### config.mk
export PLATFORM = sky130hd
export DESIGN_NAME = or_serial_tx
export DESIGN_NICKNAME = d
export VERILOG_FILES = /design/src/rtl/or_serial_tx.sv
export SDC_FILE = /design/constraint.sdc
export NUM_CORES = 1
export LEC_CHECK = 0
export CAP_MARGIN = 20
export CORE_ASPECT_RATIO = 0.6
export CORE_MARGIN = 5
export CORE_UTILIZATION = 51
export DETAILED_ROUTE_END_ITERATION = 8
export PLACE_DENSITY = 0.83
export SYNTH_ARGS = -nofsm -noshare
export SYNTH_HDL_FRONTEND = slang
export SYNTH_SLANG_ARGS = --single-unit
### constraint.sdc
create_clock -name clk -period 2.57 [get_ports clk]
set_input_delay 0.6425 -clock clk [delete_from_list [all_inputs] [get_ports clk]]
set_output_delay 0.6425 -clock clk [all_outputs]
set_load 0.05 [all_outputs]
### src/rtl/or_serial_tx.sv
`default_nettype none
// +--------------------------------------------------------------------------+
// | Module   : or_serial_tx                                                  |
// | Purpose  : Ships the 16-bit output-register value as two 8N1 bytes,      |
// |            low byte first, with a one-entry pending buffer.              |
// | Revision : 1.0 - initial release                                         |
// +--------------------------------------------------------------------------+
module or_serial_tx #(
   parameter int CLKS_PER_BIT = 16
) (
   input  logic        clk,
   input  logic        reset,
   input  logic        send,
   input  logic [15:0] data,
   output logic        tx,
   output logic        busy,
   output logic        pending,
   output logic        overrun,
   output logic        frame_done
);

   localparam int                 c_cnt_w = $clog2(CLKS_PER_BIT);
   localparam logic [c_cnt_w-1:0] c_last  = c_cnt_w'(CLKS_PER_BIT - 1);

   typedef enum logic [1:0] {
      ST_IDLE  = 2'd0,
      ST_START = 2'd1,
      ST_DATA  = 2'd2,
      ST_STOP  = 2'd3
   } state_t;

   state_t               r_state;
   logic [c_cnt_w-1:0]   r_cnt;
   logic [2:0]           r_bit;
   logic                 r_byte;
   logic [15:0]          r_shift;
   logic [15:0]          r_hold;
   logic                 r_pending;
   logic                 r_overrun;
   logic                 r_tx;
   logic                 r_busy;
   logic                 r_frame_done;

   state_t               w_state_nx;
   logic [c_cnt_w-1:0]   w_cnt_nx;
   logic [2:0]           w_bit_nx;
   logic                 w_byte_nx;
   logic [15:0]          w_shift_nx;
   logic [15:0]          w_hold_nx;
   logic                 w_pending_nx;
   logic                 w_overrun_nx;
   logic                 w_tx_nx;
   logic [7:0]           w_cur_byte;
   logic                 w_last;
   logic                 w_frame_end;

   assign w_last      = (r_cnt == c_last);
   assign w_frame_end = (r_state == ST_STOP) && r_byte && w_last;

   always_comb begin
      w_state_nx   = r_state;
      w_cnt_nx     = w_last ? '0 : r_cnt + 1'b1;
      w_bit_nx     = r_bit;
      w_byte_nx    = r_byte;
      w_shift_nx   = r_shift;
      w_hold_nx    = r_hold;
      w_pending_nx = r_pending;
      w_overrun_nx = r_overrun;

      case (r_state)
         ST_IDLE: begin
            w_cnt_nx = '0;
            if (send) begin
               w_state_nx = ST_START;
               w_shift_nx = data;
               w_byte_nx  = 1'b0;
               w_bit_nx   = 3'd0;
            end
         end
         ST_START: begin
            if (w_last) begin
               w_state_nx = ST_DATA;
               w_bit_nx   = 3'd0;
            end
         end
         ST_DATA: begin
            if (w_last) begin
               if (r_bit == 3'd7) begin
                  w_state_nx = ST_STOP;
               end else begin
                  w_bit_nx = r_bit + 3'd1;
               end
            end
         end
         ST_STOP: begin
            if (w_last) begin
               if (!r_byte) begin
                  w_state_nx = ST_START;
                  w_byte_nx  = 1'b1;
               end else if (r_pending) begin
                  w_state_nx   = ST_START;
                  w_shift_nx   = r_hold;
                  w_byte_nx    = 1'b0;
                  w_pending_nx = 1'b0;
               end else if (send) begin
                  w_state_nx = ST_START;
                  w_shift_nx = data;
                  w_byte_nx  = 1'b0;
               end else begin
                  w_state_nx = ST_IDLE;
                  w_byte_nx  = 1'b0;
               end
            end
         end
         default: w_state_nx = ST_IDLE;
      endcase

      // A send at frame end with an empty buffer already went straight to the shifter.
      if (send && (r_state != ST_IDLE) && !(w_frame_end && !r_pending)) begin
         w_hold_nx    = data;
         w_pending_nx = 1'b1;
         if (r_pending && !w_frame_end) begin
            w_overrun_nx = 1'b1;
         end
      end
   end

   assign w_cur_byte = w_byte_nx ? w_shift_nx[15:8] : w_shift_nx[7:0];

   always_comb begin
      w_tx_nx = 1'b1;
      case (w_state_nx)
         ST_START: w_tx_nx = 1'b0;
         ST_DATA:  w_tx_nx = w_cur_byte[w_bit_nx];
         default:  w_tx_nx = 1'b1;
      endcase
   end

   always_ff @(posedge clk) begin
      if (reset) begin
         r_state      <= ST_IDLE;
         r_cnt        <= '0;
         r_bit        <= 3'd0;
         r_byte       <= 1'b0;
         r_shift      <= 16'h0000;
         r_hold       <= 16'h0000;
         r_pending    <= 1'b0;
         r_overrun    <= 1'b0;
         r_tx         <= 1'b1;
         r_busy       <= 1'b0;
         r_frame_done <= 1'b0;
      end else begin
         r_state      <= w_state_nx;
         r_cnt        <= w_cnt_nx;
         r_bit        <= w_bit_nx;
         r_byte       <= w_byte_nx;
         r_shift      <= w_shift_nx;
         r_hold       <= w_hold_nx;
         r_pending    <= w_pending_nx;
         r_overrun    <= w_overrun_nx;
         r_tx         <= w_tx_nx;
         r_busy       <= (w_state_nx != ST_IDLE);
         r_frame_done <= (w_state_nx == ST_STOP) && w_byte_nx && (w_cnt_nx == c_last);
      end
   end

   assign tx         = r_tx;
   assign busy       = r_busy;
   assign pending    = r_pending;
   assign overrun    = r_overrun;
   assign frame_done = r_frame_done;

endmodule
`default_nettype wire
; Yosys cells after proc, flatten, opt, wreduce, memory -nomap -nowiden
; Cells that the tools add are included.
[totals]
mem_count = 0
regBits = 47
mem_bits_rw = 0
latchBits = 0
rom_bits = 0
in_bits = 19
[classes]
order_cmp = 1
n_reduce_logical = 19
div_mod_pow = 0
shifts = 0
n_addsub = 2
eq_ne = 9
n_mul = 0
mux = 33
bitwise_logic = 0
[op_table]
columns = cell, n
row1 = 2-to-1 mux 16 bit, 4
row2 = one-hot mux 16 bit (2 select lines), 1
row3 = 2-to-1 mux 3 bit, 4
row4 = 2-to-1 mux 1 bit, 11
row5 = 2-to-1 mux 2 bit, 5
row6 = nonzero test 2 bit, 5
row7 = one-hot mux 3 bit (3 select lines), 1
row8 = "equality test 2 bit, second input constant", 4
row9 = "equality test 4 bit, second input constant", 2
row10 = logical AND 1 bit, 8
row11 = 2-to-1 mux 4 bit, 2
row12 = 2-to-1 mux 8 bit, 1
row13 = one-hot mux 2 bit (4 select lines), 1
row14 = "adder 4 x 1 -> 4 bit, second input constant", 1
row15 = "equality test 2 x 1 -> 1 bit, second input constant", 2
row16 = "< comparator 3 x 4 -> 1 bit, second input constant", 1
row17 = one-hot mux 1 bit (2 select lines), 2
row18 = "adder 3 x 1 -> 3 bit, second input constant", 1
row19 = binary-select mux 1 bit (select 3 bit), 1
row20 = "equality test 3 bit, second input constant", 1
row21 = logical NOT 1 bit, 3
row22 = AND reduction 3 bit, 1
row23 = logical NOT 2 bit, 1
row24 = AND reduction 2 bit, 1

; Logic depth before layout (Yosys ltp)
; Gate-level depths: netlist (run 1).
[depth]
word_depth = 9
mapped_depth = 11
mapped_depth_nobuf = 9

; Worst setup path before layout (run 1)
; Ideal clock, no wire load.
[synth_path]
kind = reg2reg
start = reg r_pending (netlist: pending)
end = reg r_tx (netlist: tx)
t_required_ns = 2.430
period_less_slack_ns = 2.611
stages_incl_launch_ff = 10
path_buffers = 2
path_slack_ns = -0.041
arrival_ns = 2.470
path_cell_list = dfxtp_1 -> clkbuf_8 -> nor2b_1 -> a31o_4 -> and3_4 -> buf_6 -> a222oi_1 -> mux2i_1 -> a2111oi_2 -> o221ai_1
[synth_between]
elab_chain_cells = 8
word_cells_on_any_way = 14
cone_classes = eq/ne (2) / mux (12)
[synth_lines]
columns = item, line_no
row1 = "start, declared", 38  ; logic r_pending;
row2 = "start signal, assigned", 159  ; r_pending <= w_pending_nx;
row3 = 2-to-1 mux 16 bit, 100  ; end else if (r_pending) begin
row4 = 2-to-1 mux 16 bit, 97  ; if (!r_byte) begin
row5 = 2-to-1 mux 16 bit, 96  ; if (w_last) begin
row6 = one-hot mux 16 bit (2 select lines), 70  ; case (r_state)
row7 = 2-to-1 mux 8 bit, 128  ; assign w_cur_byte = w_byte_nx ? w_shift_nx[15:8] : w_shift_nx[7:0];
row8 = binary-select mux 1 bit (select 3 bit), 134  ; ST_DATA: w_tx_nx = w_cur_byte[w_bit_nx];
row9 = 2-to-1 mux 1 bit (implied by the code), 134
row10 = one-hot mux 1 bit (2 select lines) *, 132  ; case (w_state_nx)
row11 = "end signal, assigned", 161  ; r_tx <= w_tx_nx;
row12 = "end, declared", 40  ; logic r_tx;
; Every way passes the cells marked *; elsewhere a longest branch is shown, timed or not. The select of a mux whose other input is x is not followed.
; A chain may end at the register's enable or synchronous reset.

; Worst setup path after layout (run 1)
[layout_path]
start = reg r_state[1]
end = reg r_tx (netlist: tx)
[layout_between]
elab_chain_cells = 6
word_cells_on_any_way = 19
cone_classes = eq/ne (5) / mux (13) / reduce/logical (1)
[layout_lines]
columns = item, line_no
row1 = "start, declared", 32  ; state_t r_state;
row2 = "start signal, assigned", 153  ; r_state <= w_state_nx;
row3 = equality test 2 bit / logical NOT 2 bit (equally long branches), 70
row4 = one-hot mux 16 bit (2 select lines) / one-hot mux 1 bit (2 select lines) (equally long branches), 70
row5 = 2-to-1 mux 8 bit, 128
row6 = binary-select mux 1 bit (select 3 bit), 134
row7 = 2-to-1 mux 1 bit (implied by the code), 134
row8 = one-hot mux 1 bit (2 select lines) *, 132
; Marked as above.

==> results of run 1 <==
critical path: cells and delay by family (launching register included):
kind,cells,cell delay [ns]
buf+inv,2,0.23
flops,1,0.42
compound gates,3,0.93
fa+ha+maj,1,0.41
simple gates,1,0.19
mux,1,0.18
power breakdown:
group	leakage [uW]	internal, uW	switching, uW
registers	0.000384	766	22.6
clock network	0.0000402	189	252
logic	0.000725	152	183
metrics by stage:
stage | area (sq um) | utilization
6_report | 3060 | 0.664
5_1_grt | 3060 | 0.664
4_1_cts | 3020 | 0.655
3_5_place_dp | 2920 | 0.634
3_3_place_gp | 2920 | 0.634
2_1_floorplan | 2440 | -
timing repair:
action                     CTS  global route
hold buffers                 0             0
hold endpoints to repair     0             0
buffers inserted             0             0
pin swaps                    1             5
resized for setup            4            13
cloned                       0             0
setup endpoints to repair    1             1
area by class of cell:
class                           instances  area, sq um  share of cell area
Clock buffer                            5         68.8              0.0225
Clock inverter                          3         20.0             0.00654
Inverter                                8         30.0             0.00980
Multi-Input combinational cell        229         1400               0.457
Sequential cell                        47          945               0.308
Tap cell                               63         78.8              0.0257
Timing Repair Buffer                   60          520               0.170
synthesized netlist by cell type (2+ instances only):
master | n | share of area
nor2b_1 | 7 | 0.018
a211oi_1 | 4 | 0.012
mux2i_1 | 6 | 0.025
nand3_1 | 7 | 0.014
a22oi_1 | 4 | 0.012
o21ai_0 | 6 | 0.012
clkbuf_8 | 2 | 0.011
ha_1 | 7 | 0.036
o22ai_1 | 3 | 0.0077
a222oi_1 | 4 | 0.016
buf_6 | 4 | 0.018
and3_1 | 4 | 0.010
o221ai_1 | 2 | 0.0072
o21a_1 | 3 | 0.0092
and2_1 | 4 | 0.010
nand2b_1 | 2 | 0.0051
a31oi_1 | 5 | 0.013
dfxtp_1 | 47 | 0.39
clkbuf_1 | 9 | 0.014
nand4_1 | 2 | 0.0051
a21oi_1 | 30 | 0.062
inv_1 | 8 | 0.012
a211o_1 | 2 | 0.0072
nand2_1 | 57 | 0.088
a32o_1 | 3 | 0.012
a221oi_1 | 3 | 0.011
nor2_1 | 30 | 0.046
o311ai_0 | 2 | 0.0072
nor3_1 | 2 | 0.0041
o21ai_1 | 3 | 0.0061
nor4_1 | 4 | 0.010
path summary, 6_finish.rpt:
path / to / slack (ns)
worst max-delay path: tx$_SDFF_PP1_ / 0.08
worst min-delay path: r_cnt[0]$_SDFF_PP0_ / 0.46
worst max register to register: tx$_SDFF_PP1_ / 0.08
worst min register to register: r_cnt[0]$_SDFF_PP0_ / 0.46
cells by family after synthesis:
kind of cell               count (synthesis)  synth area share
adders and majority gates                  7            0.0359
AOI/OAI and AO/OA                         87             0.248
and+or+nand+nor                          127             0.238
muxes                                      6            0.0246
buffers and inverters                     25            0.0610
DFF                                       47             0.385
xor gates and xnor gates                   2           0.00718
flip-flops by register name (all words and copies together), names as in the netlist:
register,flops
frame_done,1
pending,1
r_hold,16
r_byte,1
overrun,1
r_shift,16
busy,1
r_cnt,4
r_state,2
tx,1
r_bit,3
metal layers:
metal	wire length [microns]	GRT usage	up-vias
met5	0	0	-
li1	-	-	1187
met2	2980	0.325	120
met3	669	0.0628	13
met4	65	0.0460	0
met1	3050	0.307	1172
==> summary.txt, run 1 <==
Route
  • Routed via count: ~2,500
  • DR iter-0 viols: 194
  • Avg WL per Cell: around 16 microns
  • First drt pass iteration count: 6
  • Number of remaining DRC errors: 0
  • Vias per cell: 6.00
  • Antenna-violating nets left: 0
  • Drt total wl: 6770 microns

Die
  • # rows: 19
  • Die H: between 60 and 70 microns
  • Ports: 24
  • Initial Util: 0.529
  • Total die area: 6320 sq um
  • Die X-Extent: 99.3 microns
  • Core Area: between 4000 and 5000 sq um

Critical path
  • CP Max Fanout: 6
  • Worst setup EP type: flip-flop
  • CP Class: flip-flop to flip-flop
  • Worst reg2reg path startpoint: r_state[1]$_SDFF_PP0_
  • CP Cell Sequence: inv_1 -> ha_2 -> inv_1 -> and3_4 -> a222oi_1 -> mux2i_1 -> a2111oi_2 -> o221ai_1
  • Crit-path slowest cell: a222oi_1
  • Most used cell, CP: inv_1
  • R2R depth: 8
  • WP data required: 2.74 ns
  • Critical path launch point: r_state[1]$_SDFF_PP0_
  • Critical path's largest stage delay: 0.46 ns
  • Critical Path Start Type: flip-flop
  • CP arrival: 2.66 ns

Power
  • Pwr Total: 1570 uW
  • Peak supply drop: 0.333 mV
  • PwrDens: 511 nW/um^2
  • Pleak: about 0.0011 uW

Final layout
  • Commonest non-fill, non-tap cell in the layout: nand2_1
  • Final Non-Filler Cells: between 400 and 500
  • Layout area overhead: 25.5%
  • Nets: ~380
  • Ant diodes: 0
  • Most frequent cells in the layout: 56 x nand2_1, 44 x dfxtp_1, 36 x buf_4
  • FILL cells: slightly below 400
  • Share of layout cells above drive strength 1: 0.188

Timing
  • Least-Margin Pin Slew: between 0.4 and 0.5 ns
  • Final min period: roughly 2.5 ns
  • Fmax: around 400 MHz
  • Setup_tns: 0 ns
  • RSZ-0062 raised after global routing: no
  • PnR worst setup slack: 0.0817 ns
  • Endpoints failing hold: 0
  • Worst hold margin: 0.455 ns
  • Final period utilization: 0.968
  • Slew HR: 0.671
  • Setup-failing EPs final: 0
  • Final Slew Violations: 0
  • Final Skew: 0.00497 ns

Yosys
  • Synth Flop Type: dfxtp_1
  • Cells after Synth: 301
  • Sequential area share after synthesis: 0.385
  • Post-Syn Nets: between 300 and 400
  • Post-synth ARST share: 0
  • Number of synthesized register bits: 47
  • Synthesized area: approximately 2400 sq um
  • Number of synthesized flops with an enable pin: 0
  • Yosys cell types: 56
  • Syn. warnings: 0
  • Avg Inst Size Synth: 8.11 sq um

GRT
  • GR Util All Layers: 0.217
  • Grt ovf: 0
  • Vias in the first global route: 2,335
  • Largest net degree at the start of global routing: 22
  • Initial antenna violation count: 0
  • First-pass GRT wire length: around 11,000 microns

CTS
  • Root Driver: clkbuf_8
  • CTS max path bufs: 2
  • Clock Latency Late Sink: approximately 0.30 ns
  • Total CTS buffers: 5
  • Clock Sinks: 47
  • H-tree levels: 2
  • Clock Pin Slew Worst Setup and Hold Paths: around 0.080 ns
  • CTS tree: done

Min path
  • HP Start: r_cnt[0]$_SDFF_PP0_
  • Worst hold path type: flip-flop to flip-flop
  • Worst hold stages: 1

Status
  • Status: finished clean

Placement
  • # port buffers: 23
  • DP Cell Count: 407
  • Worst slack, placed: -0.334 ns
  • Placer Congestion: 0.922
  • HPWL after detailed placement: 5000 microns

Job
  • Max_cap viols: 0
Power figures use the tool's default switching activity.
==> inputs of run 2 (changes only) <==
--- a/config.mk
+++ b/config.mk
@@ -8,9 +8,9 @@
 export CAP_MARGIN = 20
 export CORE_ASPECT_RATIO = 0.6
 export CORE_MARGIN = 5
-export CORE_UTILIZATION = 51
+export CORE_UTILIZATION = 56
 export DETAILED_ROUTE_END_ITERATION = 8
-export PLACE_DENSITY = 0.83
+export PLACE_DENSITY = 0.86
 export SYNTH_ARGS = -nofsm -noshare
 export SYNTH_HDL_FRONTEND = slang
 export SYNTH_SLANG_ARGS = --single-unit
==> constraint.sdc (replaced) <==
create_clock -name clk -period 2.3 [get_ports clk]
set_input_delay 0.575 -clock clk [delete_from_list [all_inputs] [get_ports clk]]
set_output_delay 0.575 -clock clk [all_outputs]
set_load 0.05 [all_outputs]
==> run 2 against run 1 <==
Effect of this change:
- the run now ends with negative setup slack left
- flip-flop and latch count unchanged
- critical path depth up 1
- via count up 5.1%
- combinational power up 25%
- fmax up 5.0%
- final area up 7.6%
- worst hold slack better by 0.0084 ns
- global-route usage up 4.2 points
- wire length up 7.4%
- power up 28%
- largest cell class unchanged
- highest routed layer unchanged
==> summary.txt, run 2 (same netlist as run 1, synthesis figures left out) <==
Timing
  • Final min period: 2.37 ns (-0.118 ns)
  • Endpoints failing hold: 0 (unchanged)
  • Final period utilization: 1.03 (+0.0622)
  • Setup_tns: -0.0698 ns (-0.0698 ns)
  • Fmax: 422 MHz (+5.0%)
  • RSZ-0062 raised after global routing: yes
  • Least-Margin Pin Slew: 0.614 ns (+0.126 ns)
  • Final Slew Violations: 0 (unchanged)
  • Setup-failing EPs final: 1 (+1)
  • PnR worst setup slack: -0.0698 ns (-0.152 ns)
  • Final Skew: 0.0120 ns (+0.00700 ns)
  • Slew HR: 0.589 (-0.0821)

CTS
  • Root Driver: clkbuf_8
  • Total CTS buffers: 5 (unchanged)
  • Clock Latency Late Sink: 0.30 ns (about the same)
  • H-tree levels: 2 (unchanged)
  • Clock Sinks: 47 (unchanged)
  • CTS tree: done
  • Clock Pin Slew Worst Setup and Hold Paths: 0.08 ns (about the same)
  • CTS max path bufs: 2 (unchanged)

Critical path
  • CP arrival: 2.53 ns (-0.13 ns)
  • R2R depth: 9 (+1)
  • Critical Path Start Type: flip-flop
  • CP Max Fanout: 4 (-2)
  • WP data required: 2.46 ns (-0.28 ns)
  • CP Cell Sequence: ha_1 -> nor2b_2 -> a31o_4 -> and3_4 -> a222oi_1 -> buf_4 -> mux2i_1 -> a2111oi_2 -> o221ai_1
  • Worst path depth: 9 (+1)
  • Worst setup EP type: flip-flop
  • Internal reg-to-reg setup slack: -0.07 ns (-0.15 ns)
  • Crit path max-delay family: compound AO/OA/AOI/OAI gates
  • Buffers & Inverters on Critical Path: 1 (-1)
  • Critical path's largest stage delay: 0.37 ns (-0.09 ns)
  • Crit-path slowest cell: a222oi_1
  • CP Class: flip-flop to flip-flop

Final layout
  • Final Core Density: 0.791 (+0.127)
  • Layout area overhead: 35.0%
  • Top flop regs: r_hold: 16 flops, r_shift: 16 flops, r_cnt: 4 flops
  • Most frequent cells in the layout: 56 x nand2_1, 55 x buf_4, 43 x dfxtp_1
  • Final Non-Filler Cells: 431 (+3.9%)
  • Share of layout cells above drive strength 1: 0.240 (+0.0524)
  • Nets: 396 (+5.0%)
  • FILL cells: 281 (-28%)
  • Ant diodes: 0 (unchanged)
  • Commonest non-fill, non-tap cell in the layout: nand2_1

Status
  • Status: complete, but fails checks
  • Violated checks: negative setup slack

Route
  • Avg WL per Cell: 16.9 microns (+3.4%)
  • Vias per cell: 6.07 (+1.2%)
  • Routed via count: 2,618 (+5.1%)
  • Number of remaining DRC errors: 0 (unchanged)
  • Drt total wl: 7270 microns (+7.4%)
  • First drt pass iteration count: 5 (-1)
  • Antenna-violating nets left: 0 (unchanged)
  • DR iter-0 viols: 328 (+69%)

GRT
  • Largest net degree at the start of global routing: 19 (-14%)
  • Grt ovf: 0 (unchanged)
  • First-pass GRT wire length: 11,600 microns (+3.9%)
  • GR Util All Layers: 0.259 (+0.0423)
  • Initial antenna violation count: 0 (unchanged)
  • Vias in the first global route: 2,516 (+7.8%)

Job
  • Max_cap viols: 0 (unchanged)

Min path
  • Worst hold stages: 2 (+1)
  • Worst hold path type: flip-flop to flip-flop

Placement
  • DP Cell Count: 419 (+2.9%)
  • # port buffers: 23 (unchanged)
  • HPWL after detailed placement: 5240 microns (+4.7%)
  • Placer Congestion: 0.922 (about the same)

Die
  • Total die area: 5820 sq um (-7.8%)
  • # rows: 18 (-1)
  • Ports: 24 (unchanged)
  • Initial Util: 0.586 (+0.0566)
  • Die H: 61.1 microns (-3.9%)
  • Die X-Extent: 95.2 microns (-4.1%)
  • Core Area: 4170 sq um (-9.7%)

Power
  • PwrDens: 608 nW/um^2 (+19%)
  • Pleak: 0.00127 uW (+10%)
  • Peak supply drop: 0.334 mV (+0.16%)
==> run 2: what timing repair did <==
| action | 4_1_cts | 5_1_grt |
|---|---|---|
| gates resized for setup | 14 | 4 |
| buffers inserted | 3 | 1 |
| setup endpoints to repair | 1 | 1 |
| pin swaps | 3 | 2 |
| hold buffers | 0 | 0 |
==> run 2: final cells by class <==
type                       instances  area, sq um  area share
clock buffer                       6         72.6      0.0220
clock inverter                     2         60.1      0.0182
inverter                           8         30.0     0.00911
multi-input combinational        229         1450       0.440
sequential                        47          946       0.287
tap                               60         75.1      0.0228
timing repair buffer              79          663       0.201
==> run 2: tightest hold or removal path: stages (launching register included) <==
cell     delay [ns]
dfxtp_1        0.32
nand2_1        0.05
a21oi_1        0.05
==> run 2: path summary, 6_finish.rpt <==
check | start | end
setup / recovery | r_state[0]$_SDFF_PP0_ | tx$_SDFF_PP1_
hold / removal | r_hold[8]$_SDFFE_PP0P_ | r_hold[8]$_SDFFE_PP0P_
setup reg to reg | r_state[0]$_SDFF_PP0_ | tx$_SDFF_PP1_
hold reg to reg | r_hold[8]$_SDFFE_PP0P_ | r_hold[8]$_SDFFE_PP0P_
==> run 2: report_power, final <==
group	internal (uW)	switching (uW)	leakage [uW]
sequential	856	22.9	0.000384
combinational	201	220	0.000819
clock	434	271	0.0000654
==> run 2: through the flow <==
stage / worst slack [ns] / cell area [sq um] / power (uW) / hold slack (ns)
final: -0.0698 / 3300 / 2000 / 0.464
after CTS: -0.0160 / 3270 / 1990 / 0.466
after detailed placement: -0.405 / 3060 / 1290 / 0.450
after global placement: -0.326 / 3060 / 1270 / 0.441
after global routing: -0.127 / 3300 / 2080 / 0.483
after floorplan: -0.0270 / 2470 / 1110 / 0.429
==> run 2: per-layer routing <==
| layer | GRT usage | wire, microns | share of wire | vias to the layer above |
|---|---|---|---|---|
| li1 | - | - | - | 1224 |
| met1 | 0.350 | 3210 | 0.44 | 1240 |
| met2 | 0.423 | 3300 | 0.45 | 138 |
| met3 | 0.0562 | 640 | 0.088 | 16 |
| met4 | 0.0760 | 114 | 0.016 | 0 |
| met5 | 0 | 0 | 0 | - |
==> inputs of run 3 (changes only) <==
--- a/config.mk
+++ b/config.mk
@@ -10,6 +10,7 @@
 export CORE_MARGIN = 5
 export CORE_UTILIZATION = 56
 export DETAILED_ROUTE_END_ITERATION = 8
+export MAX_ROUTING_LAYER = met4
 export PLACE_DENSITY = 0.86
 export SYNTH_ARGS = -nofsm -noshare
 export SYNTH_HDL_FRONTEND = slang
==> run 3 against run 2 <==
Effect of this change:
- the flow still finishes with violations (negative setup slack)
- final cell count is the same
- via count decreased by 0.57%
- clock skew fell by 0.0017 ns
- critical path depth did not move
- power decreased by 0.16%
- worst hold slack is essentially flat
- setup slack better by 0.0078 ns
- largest cell class unchanged
==> summary.txt, run 3 (same netlist as run 1, synthesis figures left out) <==
Status
  • Status: complete, but fails checks
  • Violated checks: negative setup slack

Final layout
  • FILL cells: 281 (unchanged)
  • Top flop regs: r_hold: 16 flops, r_shift: 16 flops, r_cnt: 4 flops
  • Share of layout cells above drive strength 1: 0.240 (unchanged)
  • Nets: 396 (unchanged)
  • Most frequent cells in the layout: 56 x nand2_1, 55 x buf_4, 43 x dfxtp_1
  • Commonest non-fill, non-tap cell in the layout: nand2_1
  • FF/Latch Area: 946 sq um (unchanged)
  • Layout area overhead: 35.0% (unchanged)
  • Final Non-Filler Cells: 431 (unchanged)
  • Final Core Density: 0.791 (unchanged)
  • Area of the multi-input gates: 1450 sq um (unchanged)
  • Ant diodes: 0 (unchanged)

CTS
  • Root Driver: clkbuf_8
  • Hold-fix buffers, CTS: 0 (unchanged)
  • Clock Pin Slew Worst Setup and Hold Paths: 0.08 ns (about the same)
  • CTS max path bufs: 2 (unchanged)
  • Clock Sinks: 47 (unchanged)
  • Total CTS buffers: 5 (unchanged)
  • H-tree levels: 2 (unchanged)
  • Clock Latency Late Sink: 0.30 ns (about the same)
  • CTS tree: done

Route
  • Routed via count: 2,603 (-0.57%)
  • Drt total wl: 7220 microns (-0.62%)
  • First drt pass iteration count: 5 (unchanged)
  • DR iter-0 viols: 282 (-14%)
  • Vias per cell: 6.04 (-0.57%)
  • Avg WL per Cell: 16.8 microns (-0.62%)
  • Number of remaining DRC errors: 0 (unchanged)
  • Antenna-violating nets left: 0 (unchanged)

Timing
  • Final period utilization: 1.03 (-0.00340)
  • Least-Margin Pin Slew: 0.578 ns (-0.0362 ns)
  • PnR worst setup slack: -0.0620 ns (+0.00782 ns)
  • Final min period: 2.36 ns (-0.00782 ns)
  • RSZ-0062 raised after global routing: yes
  • Final Slew Violations: 0 (unchanged)
  • Setup-failing EPs final: 1 (unchanged)
  • Endpoints failing hold: 0 (unchanged)
  • Fmax: 423 MHz (+0.33%)
  • Final Skew: 0.0103 ns (-0.00171 ns)
  • Slew HR: 0.613 (+0.0242)

Die
  • Core Area: 4170 sq um (unchanged)
  • Total die area: 5820 sq um (unchanged)
  • # rows: 18 (unchanged)
  • Die H: 61.1 microns (unchanged)
  • Initial Util: 0.586 (unchanged)
  • Ports: 24 (unchanged)
  • Die X-Extent: 95.2 microns (unchanged)

Placement
  • Placer Congestion: 0.938 (+1.8%)
  • # port buffers: 23 (unchanged)
  • HPWL after detailed placement: 5240 microns (unchanged)
  • DP Cell Count: 419 (unchanged)

Min path
  • Worst hold path type: flip-flop to flip-flop

Power
  • P_sw: 510 uW (-0.61%)
  • Pleak: 0.00127 uW (unchanged)
  • Flop pwr share: 0.439 (about the same)
  • Clock Power Share: 0.351 (about the same)
  • Pwr Total: 2000 uW (-0.16%)
  • Peak supply drop: 0.333 mV (-0.24%)
  • Comb power frac: 0.209 (about the same)
  • PwrDens: 607 nW/um^2 (-0.16%)
  • Switch share: 0.255 (-0.00115)
  • Int Power: 1490 uW (about the same)

Critical path
  • Critical Path Start Type: flip-flop
  • Crit-path slowest cell: a222oi_1
  • WP data required: 2.46 ns (about the same)
  • CP Class: flip-flop to flip-flop
  • CP Cell Sequence: ha_1 -> nor2b_2 -> a31o_4 -> and3_4 -> buf_4 -> a222oi_1 -> mux2i_1 -> o22ai_1 -> o221ai_1
  • CP arrival: 2.52 ns (about the same)
  • Worst setup EP type: flip-flop
  • CP Max Fanout: 4 (unchanged)
  • Critical path's largest stage delay: 0.42 ns (+0.05 ns)

GRT
  • Vias in the first global route: 2,519 (+0.12%)
  • Largest net degree at the start of global routing: 19 (unchanged)
  • Grt ovf: 0 (unchanged)
  • Initial antenna violation count: 0 (unchanged)
  • GR Util All Layers: 0.267 (+0.00798)
  • First-pass GRT wire length: 11,600 microns (-0.18%)

Job
  • Max_cap viols: 0 (unchanged)
## run 3: cell counts in the layout (fill, tap and decap cells not counted)
Identical to the previous run, type by type.
## run 3: stage by stage
| stage | hold slack [ns] | TNS, ns | setup slack, ns | area [sq um] |
|---|---|---|---|---|
| floorplan | 0.429 | -0.0270 | -0.0270 | 2470 |
| global placement | 0.441 | -0.326 | -0.326 | 3060 |
| detailed placement | 0.450 | -0.405 | -0.405 | 3060 |
| CTS | 0.466 | -0.0160 | -0.0160 | 3270 |
| global route | 0.483 | -0.127 | -0.127 | 3300 |
| finish | 0.464 | -0.0620 | -0.0620 | 3300 |
## run 3: metal layers
metal / track usage / vias up / share of wire
li1: - / 1221 / -
met1: 0.349 / 1236 / 0.45
met2: 0.423 / 134 / 0.46
met3: 0.0549 / 12 / 0.079
met4: 0.0760 / 0 / 0.011
met5: - / - / 0
## run 3: path summary, 6_finish.rpt
kind	from	end	slack, ns	cells past startpoint
min reg2reg	r_hold[8]$_SDFFE_PP0P_	r_hold[8]$_SDFFE_PP0P_	0.46	2
max	r_state[0]$_SDFF_PP0_	tx$_SDFF_PP1_	-0.06	9
min	r_hold[8]$_SDFFE_PP0P_	r_hold[8]$_SDFFE_PP0P_	0.46	2
max reg2reg	r_state[0]$_SDFF_PP0_	tx$_SDFF_PP1_	-0.06	9
## run 3: power by group through the flow
stage	Sequential (uW)	Combinational (uW)	Clock [uW]
after CTS	878	406	707
after floorplan	915	192	0
after detailed placement	896	391	0
after global routing	884	449	747
final	880	419	703
after global placement	895	380	0
## run 3: what timing repair did
item,in CTS,in global routing
resized for setup,14,4
buffers inserted,3,1
gates cloned,0,0
pin swaps,3,2
setup endpoints to repair,1,1
## run 3: final cells by class
type                    count  area share
clock inverters             2      0.0182
well taps                  60      0.0228
clock buffers               6      0.0220
flip-flops and latches     47       0.287
multi-input cells         229       0.440
inverters                   8     0.00911
repair buffers             79       0.201
## run 3: critical path: cells and delay by family, from the launching register on
kind,cells,cell delay (ns)
multiplexers,1,0.20
AO/OA/AOI/OAI,4,1.02
adder cells (fa/ha/maj),1,0.20
flip-flops,1,0.34
AND/OR/NAND/NOR,2,0.34
buffers and inverters,1,0.13
